## config.mk

```make
export PLATFORM = sky130hd
export DESIGN_NAME = alu_mul_sequencer
export DESIGN_NICKNAME = d
export VERILOG_FILES = /design/src/rtl/alu_mul_sequencer_pkg.sv /design/src/rtl/alu_mul_sequencer_mag16.sv /design/src/rtl/alu_mul_sequencer.sv
export SDC_FILE = /design/constraint.sdc
export NUM_CORES = 1
export LEC_CHECK = 0
export ABC_AREA = 1
export CAP_MARGIN = 0
export CORE_UTILIZATION = 44
export DETAILED_ROUTE_END_ITERATION = 10
export PLACE_DENSITY = 0.77
export SKIP_CTS_REPAIR_TIMING = 1
export SYNTH_ARGS = -nofsm -noshare
export SYNTH_HDL_FRONTEND = slang
export SYNTH_SLANG_ARGS = --single-unit
```

## constraint.sdc

```tcl
create_clock -name clk -period 1.97 [get_ports clk]
set_clock_uncertainty 0.2 [all_clocks]
set_input_delay 0.394 -clock clk [delete_from_list [all_inputs] [get_ports clk]]
set_output_delay 0.394 -clock clk [all_outputs]
set_load 0.03 [all_outputs]
```

## src/rtl/alu_mul_sequencer_pkg.sv

```systemverilog
// Shared ALU op codes, sequencer state encodings and the ALU request bundle
// used by the multiply sequencer and its magnitude helper.
package alu_mul_sequencer_pkg;

  localparam logic [3:0] ALU_ADD = 4'd0;
  localparam logic [3:0] ALU_SUB = 4'd1;

  localparam logic [1:0] MSEQ_IDLE = 2'd0;
  localparam logic [1:0] MSEQ_STEP = 2'd1;
  localparam logic [1:0] MSEQ_NEG  = 2'd2;
  localparam logic [1:0] MSEQ_DONE = 2'd3;

  typedef struct packed {
    logic [3:0]  op;
    logic [15:0] src0;
    logic [15:0] src1;
    logic [3:0]  sh_amt;
  } alu_req_t;

endpackage

```

## src/rtl/alu_mul_sequencer_mag16.sv

```systemverilog
// Combinational two's-complement magnitude; 16'h8000 maps to 16'h8000,
// which reads correctly as 32768 when treated as unsigned.
module alu_mul_sequencer_mag16 (
  input  logic [15:0] val_i,
  output logic [15:0] mag_o
);

  assign mag_o = val_i[15] ? (~val_i + 16'd1) : val_i;

endmodule

```

## src/rtl/alu_mul_sequencer.sv

```systemverilog
// Signed 16x16->16 saturating shift-add multiplier that borrows the shared ALU
// for its add/negate steps; MUL_EARLY_TERM_EN stops once the multiplier runs out.
module alu_mul_sequencer
  import alu_mul_sequencer_pkg::*;
#(
  parameter int STARVE_LIMIT = 4
) (
  input  logic        clk,
  input  logic        rst_n,
  input  logic        pipe_req,
  input  logic [3:0]  pipe_aluOp,
  input  logic [15:0] pipe_src0,
  input  logic [15:0] pipe_src1,
  input  logic [3:0]  pipe_shAmt,
  input  logic        mul_start,
  input  logic [15:0] mul_a,
  input  logic [15:0] mul_b,
  input  logic [15:0] alu_dst,
  input  logic        alu_V,
  output logic [3:0]  alu_op,
  output logic [15:0] alu_src0,
  output logic [15:0] alu_src1,
  output logic [3:0]  alu_shAmt,
  output logic        pipe_stall,
  output logic        mul_busy,
  output logic        mul_done,
  output logic [15:0] mul_result,
  output logic        mul_V
);

  localparam logic [3:0] STARVE_CNT = STARVE_LIMIT[3:0];

  logic [1:0]  state_q, state_d;
  logic [15:0] mcand_q, mcand_d;
  logic [15:0] mplier_q, mplier_d;
  logic [15:0] acc_q, acc_d;
  logic        neg_q, neg_d;
  logic        ovf_q, ovf_d;
  logic [3:0]  cnt_q, cnt_d;
  logic [3:0]  wait_q, wait_d;
  logic [15:0] res_q, res_d;
  logic        v_q, v_d;

  logic [15:0] a_mag, b_mag;
  logic        need, grant, last;
  logic        ovf_nxt;
  logic [15:0] acc_nxt;
  logic [15:0] sat_val;
  alu_req_t    seq_bus, pipe_bus;

  alu_mul_sequencer_mag16 u_mag_a (.val_i(mul_a), .mag_o(a_mag));
  alu_mul_sequencer_mag16 u_mag_b (.val_i(mul_b), .mag_o(b_mag));

  // An add whose multiplicand already reached bit 15 is an overflow, not an ALU request.
  assign need  = ((state_q == MSEQ_STEP) & mplier_q[0] & ~mcand_q[15]) | (state_q == MSEQ_NEG);
  assign grant = need & (~pipe_req | (wait_q == STARVE_CNT));

  always_comb begin
    seq_bus.op     = (state_q == MSEQ_NEG) ? ALU_SUB : ALU_ADD;
    seq_bus.src0   = (state_q == MSEQ_NEG) ? 16'h0000 : acc_q;
    seq_bus.src1   = (state_q == MSEQ_NEG) ? acc_q : mcand_q;
    seq_bus.sh_amt = 4'd0;
  end

  assign pipe_bus = '{op: pipe_aluOp, src0: pipe_src0, src1: pipe_src1, sh_amt: pipe_shAmt};
  assign {alu_op, alu_src0, alu_src1, alu_shAmt} = grant ? seq_bus : pipe_bus;
  assign pipe_stall = grant & pipe_req;

  assign sat_val    = neg_q ? 16'h8000 : 16'h7FFF;
  assign mul_busy   = (state_q != MSEQ_IDLE);
  assign mul_done   = (state_q == MSEQ_DONE);
  assign mul_result = mul_done ? (ovf_q ? sat_val : acc_q) : res_q;
  assign mul_V      = mul_done ? ovf_q : v_q;

  always_comb begin
    acc_nxt = need ? alu_dst : acc_q;
    ovf_nxt = (need & alu_V) | (mcand_q[15] & (mplier_q[15:1] != 15'd0));
`ifdef MUL_EARLY_TERM_EN
    last    = (cnt_q == 4'd15) | (mplier_q[15:1] == 15'd0);
`else
    last    = (cnt_q == 4'd15);
`endif
  end

  always_comb begin
    state_d  = state_q;
    mcand_d  = mcand_q;
    mplier_d = mplier_q;
    acc_d    = acc_q;
    neg_d    = neg_q;
    ovf_d    = ovf_q;
    cnt_d    = cnt_q;
    res_d    = res_q;
    v_d      = v_q;

    if ((state_q == MSEQ_IDLE) || grant) begin
      wait_d = 4'd0;
    end else if (need & pipe_req) begin
      wait_d = wait_q + 4'd1;
    end else begin
      wait_d = wait_q;
    end

    case (state_q)
      MSEQ_IDLE: begin
        if (mul_start) begin
          mcand_d  = a_mag;
          mplier_d = b_mag;
          acc_d    = 16'h0000;
          neg_d    = mul_a[15] ^ mul_b[15];
          cnt_d    = 4'd0;
          ovf_d    = 1'b0;
          state_d  = MSEQ_STEP;
        end
      end
      MSEQ_STEP: begin
        if (mplier_q[0] & mcand_q[15]) begin
          ovf_d   = 1'b1;
          state_d = MSEQ_DONE;
        end else if (~need | grant) begin
          acc_d    = acc_nxt;
          mcand_d  = {mcand_q[14:0], 1'b0};
          mplier_d = {1'b0, mplier_q[15:1]};
          cnt_d    = cnt_q + 4'd1;
          if (ovf_nxt) begin
            ovf_d   = 1'b1;
            state_d = MSEQ_DONE;
          end else if (last) begin
            state_d = (neg_q && (acc_nxt != 16'h0000)) ? MSEQ_NEG : MSEQ_DONE;
          end
        end
      end
      MSEQ_NEG: begin
        if (grant) begin
          acc_d   = alu_dst;
          state_d = MSEQ_DONE;
        end
      end
      default: begin
        // Latch the presented result so it survives the return to IDLE.
        res_d   = ovf_q ? sat_val : acc_q;
        v_d     = ovf_q;
        state_d = MSEQ_IDLE;
      end
    endcase
  end

  always_ff @(posedge clk or negedge rst_n) begin
    if (!rst_n) begin
      state_q  <= MSEQ_IDLE;
      mcand_q  <= 16'h0000;
      mplier_q <= 16'h0000;
      acc_q    <= 16'h0000;
      neg_q    <= 1'b0;
      ovf_q    <= 1'b0;
      cnt_q    <= 4'd0;
      wait_q   <= 4'd0;
      res_q    <= 16'h0000;
      v_q      <= 1'b0;
    end else begin
      state_q  <= state_d;
      mcand_q  <= mcand_d;
      mplier_q <= mplier_d;
      acc_q    <= acc_d;
      neg_q    <= neg_d;
      ovf_q    <= ovf_d;
      cnt_q    <= cnt_d;
      wait_q   <= wait_d;
      res_q    <= res_d;
      v_q      <= v_d;
    end
  end

endmodule

```

==> key figures, run 1 <==
Drt
  – Via/cell ratio: around 5.7
  – ANT nets after route: 0
  – Drt wl/cell: approximately 18 um
  – Overall via count from detail_route: 7177
  – Routed WL: 23.0 mm
  – First-pass DRT Iterations: 5
  – # DRC: 0
  – Initial drt markers: 583

Outcome
  – Failing checks: setup timing
  – Outcome: finished with violations

Synth
  – Top post-synthesis cells by area: dfrtp_1 (35%), nand2_1 (15%), o21ai_0 (11%)
  – Seq/Total Area, Yosys: 35.1%
  – Simple-gate share of the synthesized area: between 20% and 30%
  – Top cell type's share of synthesized area: between 30% and 40%
  – Cell Area, Synth: 0.00550 mm^2
  – Syn. warnings: 0
  – Post-synthesis register bit count: 77
  – Syn Area/Cell: 6.68 um^2
  – Largest family of logic cells by synthesized area: simple AND/OR/NAND/NOR gates
  – Largest area contributor in the netlist: dfrtp_1
  – Adder-cell area share of the yosys netlist: 2.28%
  – Netlist cell types: 37
  – Post-synthesis compound-gate area fraction: 22.0%
  – Xor and xnor area share after synthesis: 2.71%
  – Mux share of post-synthesis cell area: 0%
  – Syn Nets: 926
  – Post-Syn Instances: 823

Setup path
  – CP required: 1380 ps
  – Register-to-register setup slack: -520 ps
  – Kind of start point of the critical path: flip-flop
  – Crit path kind: flip-flop to primary output
  – CP endpoint kind: primary output
  – Reg2reg start: state_q[0]
  – Critical Path AT: 1940 ps
  – R2r endpoint: mplier_q[14]
  – CP Max Fanout: 17
  – R2R cell count: 14

Finish
  – Final #Nets: 1201
  – Share of layout cells above drive strength 1: 37.0%
  – ANT cells: 0
  – Post-route core utilization: between 80% and 90%
  – Area Growth Syn to Fin: 86.9%

Clocking
  – Worst-case clock buffer depth: 2
  – Clock Latency Late Sink: 340 ps
  – Root buffer cell: clkbuf_16
  – Sink Count: 77
  – H-Tree Level Count: 3
  – Clk pin slew, worst setup/hold paths: 60 ps
  – CTS tree: done
  – Inserted Clock Buffers: 9

Timing
  – Slew headroom: ~65%
  – RSZ-0062 raised after global routing: true
  – Max Fclk: 0.395 GHz
  – Slack of the critical path: -561 ps
  – Final setup fails: about 120
  – Final hold violation count: 0
  – Max Transition Viols Final: 0
  – Worst-margin pin slew: 518 ps
  – Final Cycle Share: 128%
  – Minimum clock period: about 2500 ps
  – Final hold slack: between 200 and 300 ps

Floorplan
  – Starting density of the core: 45.4%
  – Boundary Pins: ~150
  – Core Area: 0.0121 mm^2
  – Area of the die: 0.0129 mm^2
  – Rows: 40
  – Die W: 114 um
  – Die Ht: 114 um

Global routing
  – Initial antenna violation count: 0
  – Largest net degree at the start of global routing: 36
  – Vias in the first global route: 5983
  – First-pass GRT wire length: 28.3 mm
  – GRT overflow: 0
  – GRT Total Usage: 27.7%

Power and ir drop
  – P_leak: 4.71 nW
  – Psw: 8.11 mW
  – Logic pwr share: 72.8%
  – Cell Pwr Density: 1680 mW/mm^2
  – Clk pwr share: roughly 12%
  – Sw Ratio: a little under half
  – Pint: 9.15 mW
  – Seq pwr share: 15.1%
  – Peak VDD IR: 0.000844 V

Place
  – Pre-CTS WS: -428 ps
  – Port Buf Inserts: 152
  – DP HPWL: roughly 14 mm
  – GPL Wtd Cong: 0.869

Run
  – MaxCap Viol Count: 0

Hold path
  – Worst min path class: primary input to asynchronous set/reset pin
-- cell usage after synthesis --
master,count
nand2_4,1
buf_1,2
nand2_2,4
nand3b_1,2
o22ai_1,2
nand3_1,45
nand3_2,3
inv_4,1
clkbuf_1,30
buf_6,2
o21ai_1,12
nor3_2,1
a21boi_0,1
nor4_1,1
inv_1,88
xnor2_1,5
o31ai_1,4
o21ai_0,117
o21a_1,2
dfrtp_1,77
inv_2,5
ha_1,10
o221ai_1,3
xor2_1,12
nand2_1,217
or2_2,1
a31oi_1,19
nor2_4,1
buf_4,1
buf_2,13
nor3b_1,2
nor2_1,74
nand4_1,7
a22o_1,16
o211ai_1,11
a21oi_1,26
nor3_1,5
-- cells by family after synthesis --
| group | count (synthesis) |
|---|---|
| compound gates | 213 |
| xor+xnor | 17 |
| fa+ha+maj | 10 |
| buf+inv | 142 |
| flops | 77 |
| simple gates | 364 |
-- critical path, cell delays in order (launching register included) --
cell	delay [ps]
dfrtp_2	440
inv_2	90
ha_4	150
nand3_4	100
nand2_8	100
nand2_8	80
clkinv_16	100
buf_12	150
nor2_2	60
a31oi_4	150
buf_6	150
-- power by group through the flow --
stage                     Combinational, mW  Sequential, mW  Clock [mW]
after floorplan                        5.88            2.46           0
after global placement                 8.78            2.52           0
after detailed placement               8.93            2.55           0
after CTS                              9.00            2.53        2.06
after global routing                   13.2            2.65        2.15
final                                  12.6            2.61        2.08
-- area by class of cell --
class	instances	area, um^2
multi-input combinational	605	4190
inverter	94	394
clock inverter	4	120
timing repair buffer	311	3190
clock buffer	11	243
sequential	77	1930
tap	168	210
fill	637	1840
-- placed cells by master (no fill, tap or decap), types with 17 or more instances in the layout --
cell and n:
buf_12 17, buf_4 126, buf_6 62, clkbuf_16 17, clkdlybuf4s50_1 91, dfrtp_1 75, inv_1 84, nand2_1 180
nand2_2 22, nand2_4 17, nand3_1 40, nor2_1 52, o21ai_0 48, o21ai_1 32, o21ai_2 24, o21ai_4 25
-- how the worst max path moves through the flow --
stage                     startpoint      endpoint  slack, ps
final                     state_q[1]   alu_src1[7]       -560
after global routing      state_q[1]   alu_src1[8]       -610
after CTS                 state_q[0]   alu_src1[8]       -650
after detailed placement    pipe_req   alu_src1[8]       -430
after global placement      pipe_req   alu_src1[5]       -380
after floorplan           state_q[1]  alu_src0[10]       -230
-- per-stage QoR --
| step | TNS [ps] | instance area, um^2 | total power, mW | instances |
|---|---|---|---|---|
| 2_1_floorplan | -7090 | 6290 | 8.34 | 823 |
| 3_3_place_gp | -24880 | 8650 | 11.3 | 1217 |
| 3_5_place_dp | -27010 | 8650 | 11.5 | 1217 |
| 4_1_cts | -35540 | 9020 | 13.6 | 1232 |
| 5_1_grt | -52820 | 10300 | 18.0 | 1270 |
| 6_report | -46540 | 10300 | 17.3 | 1270 |
-- state kept, by name (all words and copies together) (netlist names), 2 cells and up --
signal and flops:
wait_q 4, mcand_q 16, state_q 2, res_q 16, mplier_q 16, acc_q 16, cnt_q 4
-- routing by layer --
| layer | GRT usage [%] | part of all wire, % | vias up |
|---|---|---|---|
| met4 | 8.14 | 3.8 | 0 |
| met2 | 50.4 | 51 | 430 |
| met3 | 3.93 | 8.7 | 83 |
| li1 | - | - | 3274 |
| met1 | 33.9 | 37 | 3390 |
| met5 | 0 | 0 | - |
Power figures use the tool's default switching activity.
==> run 2: changes to the inputs <==
Settings changed: CORE_UTILIZATION 44 to 45, PLACE_DENSITY 0.77 to 0.76.
Clock period 1.97 ns to 2.6 ns, I/O delays scaled along.
==> key figures, run 2 (synthesis gave the netlist of run 1 again) <==
Timing
  – Worst-margin pin slew: 631 ps (was 518 ps)
  – Slack of the critical path: -87.9 ps (was -561 ps)
  – Final Cycle Share: 103%
  – Max Fclk: between 0.3 and 0.4 GHz
  – Final setup fails: 31 (was 115)
  – Final hold violation count: 0 (unchanged)
  – Minimum clock period: 2690 ps
  – Max Transition Viols Final: 0 (unchanged)
  – RSZ-0062 raised after global routing: true (unchanged)
  – Slew headroom: 58.0% (was 65.1%)

Drt
  – # DRC: 0 (unchanged)
  – ANT nets after route: 0 (unchanged)
  – Met1 wire length: 7.35 mm (was 8.48 mm)
  – Top Layer Used: met4 (unchanged)
  – Met3 wire len: 1.09 mm (was 2.00 mm)
  – Routed WL: 17.4 mm (was 23.0 mm)
  – Via/cell ratio: 5.44 (was 5.65)
  – Overall via count from detail_route: 6164 (was 7177)
  – Drt wl/cell: 15.4 um (was 18.1 um)
  – First-pass DRT Iterations: 5 (unchanged)
  – Initial drt markers: 508 (was 583)
  – Routed length on met2: 8.38 mm (was 11.7 mm)

Setup path
  – Kind of start point of the critical path: flip-flop (unchanged)
  – Critical Path AT: 1970 ps (was 1940 ps)
  – Register-to-register setup slack: 220 ps (was -520 ps)
  – R2r endpoint: cnt_q[2] (was mplier_q[14])
  – Critical path origin: state_q[0] (was state_q[1])
  – CP required: 1880 ps (was 1380 ps)
  – CP endpoint kind: primary output (unchanged)
  – CP endpoint: alu_src1[3] (was alu_src1[7])
  – Reg2reg start: state_q[1] (was state_q[0])
  – R2R cell count: 12 (was 14)
  – Crit path kind: flip-flop to primary output (unchanged)
  – CP Max Fanout: 11 (was 17)

Global routing
  – Largest net degree at the start of global routing: 54 (was 36)
  – GRT overflow: 0 (unchanged)
  – Initial antenna violation count: 0 (unchanged)
  – GRT Total Usage: 26.1% (was 27.7%)
  – First-pass GRT wire length: 26.2 mm (was 28.3 mm)
  – Vias in the first global route: 5356 (was 5983)

Finish
  – ANT cells: 0 (unchanged)
  – Commonest non-fill, non-tap cell in the layout: nand2_1 (unchanged)
  – Commonest cells after routing, fill and taps aside: nand2_1 (214), o21ai_0 (106), clkdlybuf4s50_1 (90), inv_1 (86), dfrtp_1 (76) (was nand2_1 (180), buf_4 (126), clkdlybuf4s50_1 (91), inv_1 (84), dfrtp_1 (75))
  – Area Growth Syn to Fin: 49.0% (was 86.9%)
  – Fin area: 0.00819 mm^2 (was 0.0103 mm^2)
  – Share of layout cells above drive strength 1: 18.2% (was 37.0%)
  – Final #Nets: 1085 (was 1201)

Power and ir drop
  – Overall power: 9.49 mW (was 17.3 mW)
  – Peak VDD IR: 0.000538 V (was 0.000844 V)
  – P_leak: 3.76 nW (was 4.71 nW)
  – Cell Pwr Density: 1160 mW/mm^2 (was 1680 mW/mm^2)

Floorplan
  – Area of the die: 0.0127 mm^2 (was 0.0129 mm^2)
  – Rows: 40 (unchanged)
  – Die W: 113 um (was 114 um)
  – Boundary Pins: 153 (unchanged)
  – Core Area: 0.0120 mm^2 (was 0.0121 mm^2)
  – Die Ht: 113 um (was 114 um)
  – Starting density of the core: 46.0% (was 45.4%)

Place
  – Area after DPL: 0.00729 mm^2 (was 0.00865 mm^2)
  – Port Buf Inserts: 152 (unchanged)
  – GPL Wtd Cong: 0.922 (was 0.869)
  – DP HPWL: 12.3 mm (was 13.7 mm)

Outcome
  – Outcome: finished with violations (unchanged)
  – Failing checks: setup timing (unchanged)

Clocking
  – CTS tree: done (unchanged)
  – Clk pin slew, worst setup/hold paths: 60 ps (about the same)
  – Sink Count: 77 (unchanged)
  – Clock Latency Late Sink: 340 ps (about the same)
  – Worst-case clock buffer depth: 2 (unchanged)
  – Root buffer cell: clkbuf_16 (unchanged)
  – Inserted Clock Buffers: 9 (unchanged)
  – H-Tree Level Count: 3 (unchanged)

Run
  – MaxCap Viol Count: 0 (unchanged)

Hold path
  – Worst min path class: flip-flop to flip-flop (was primary input to asynchronous set/reset pin)
-- run 2: changes by cell type in the layout (fill, tap and decap cells not counted), sizes merged --
cell | before | now
inv | 92 | 93
clkbuf | 19 | 14
clkinvlp | 0 | 1
bufinv | 4 | 3
clkdlybuf4s50 | 91 | 90
dlymetal6s2s | 0 | 2
nand2 | 223 | 222
buf | 211 | 99
clkinv | 2 | 3
-- run 2: worst min-delay path by stage --
stage                            start            to  slack, ps  cells after the start
after floorplan                  rst_n      acc_q[0]         20                      0
after CTS                        rst_n      res_q[8]       -110                      1
after detailed placement         rst_n      res_q[8]        250                      1
after global routing      mplier_q[15]  mplier_q[15]        330                      2
after global placement           rst_n      res_q[8]        250                      1
final                     mplier_q[15]  mplier_q[15]        290                      2
-- run 2: layout make-up --
class / instances / area [um^2]
fillers: 989 / 3770
multi-input cells: 604 / 3310
repair buffers: 195 / 2020
flip-flops and latches: 77 / 1930
inverters: 94 / 378
clock buffers: 11 / 253
well taps: 147 / 184
clock inverters: 5 / 106
repair inverters: 1 / 8.76
-- run 2: metal layers --
layer / up-vias / track usage (%)
met5: - / 0
met2: 268 / 42.9
met1: 2818 / 33.8
met3: 43 / 3.13
li1: 3035 / -
met4: 0 / 13.7
-- run 2: critical path, cell delays in order, from the launching register on --
cell	delay [ps]
dfrtp_1	410
inv_2	100
ha_4	190
clkinv_8	100
nand2_4	110
nand2_8	80
clkinv_8	90
buf_12	140
nor2_1	50
a31oi_2	170
buf_6	160
-- run 2: per-stage QoR --
stage,setup TNS (ps),setup slack [ps],util (%),hold WS (ps),cells
3_3_place_gp,-407,-42.1,60.9,246,1106
6_report,-1770,-87.9,68.5,294,1134
2_1_floorplan,-1400,-127,-,24.4,823
5_1_grt,-3740,-145,68.5,329,1134
3_5_place_dp,-1400,-112,60.9,250,1106
4_1_cts,-10560,-362,63.9,-114,1122
-- run 2: report_power, final --
part | total (mW) | internal [mW] | switching (mW)
Clock | 1.49 | 0.991 | 0.498
Sequential | 1.94 | 1.64 | 0.292
Combinational | 6.06 | 2.33 | 3.73
Total | 9.49 | 4.96 | 4.52
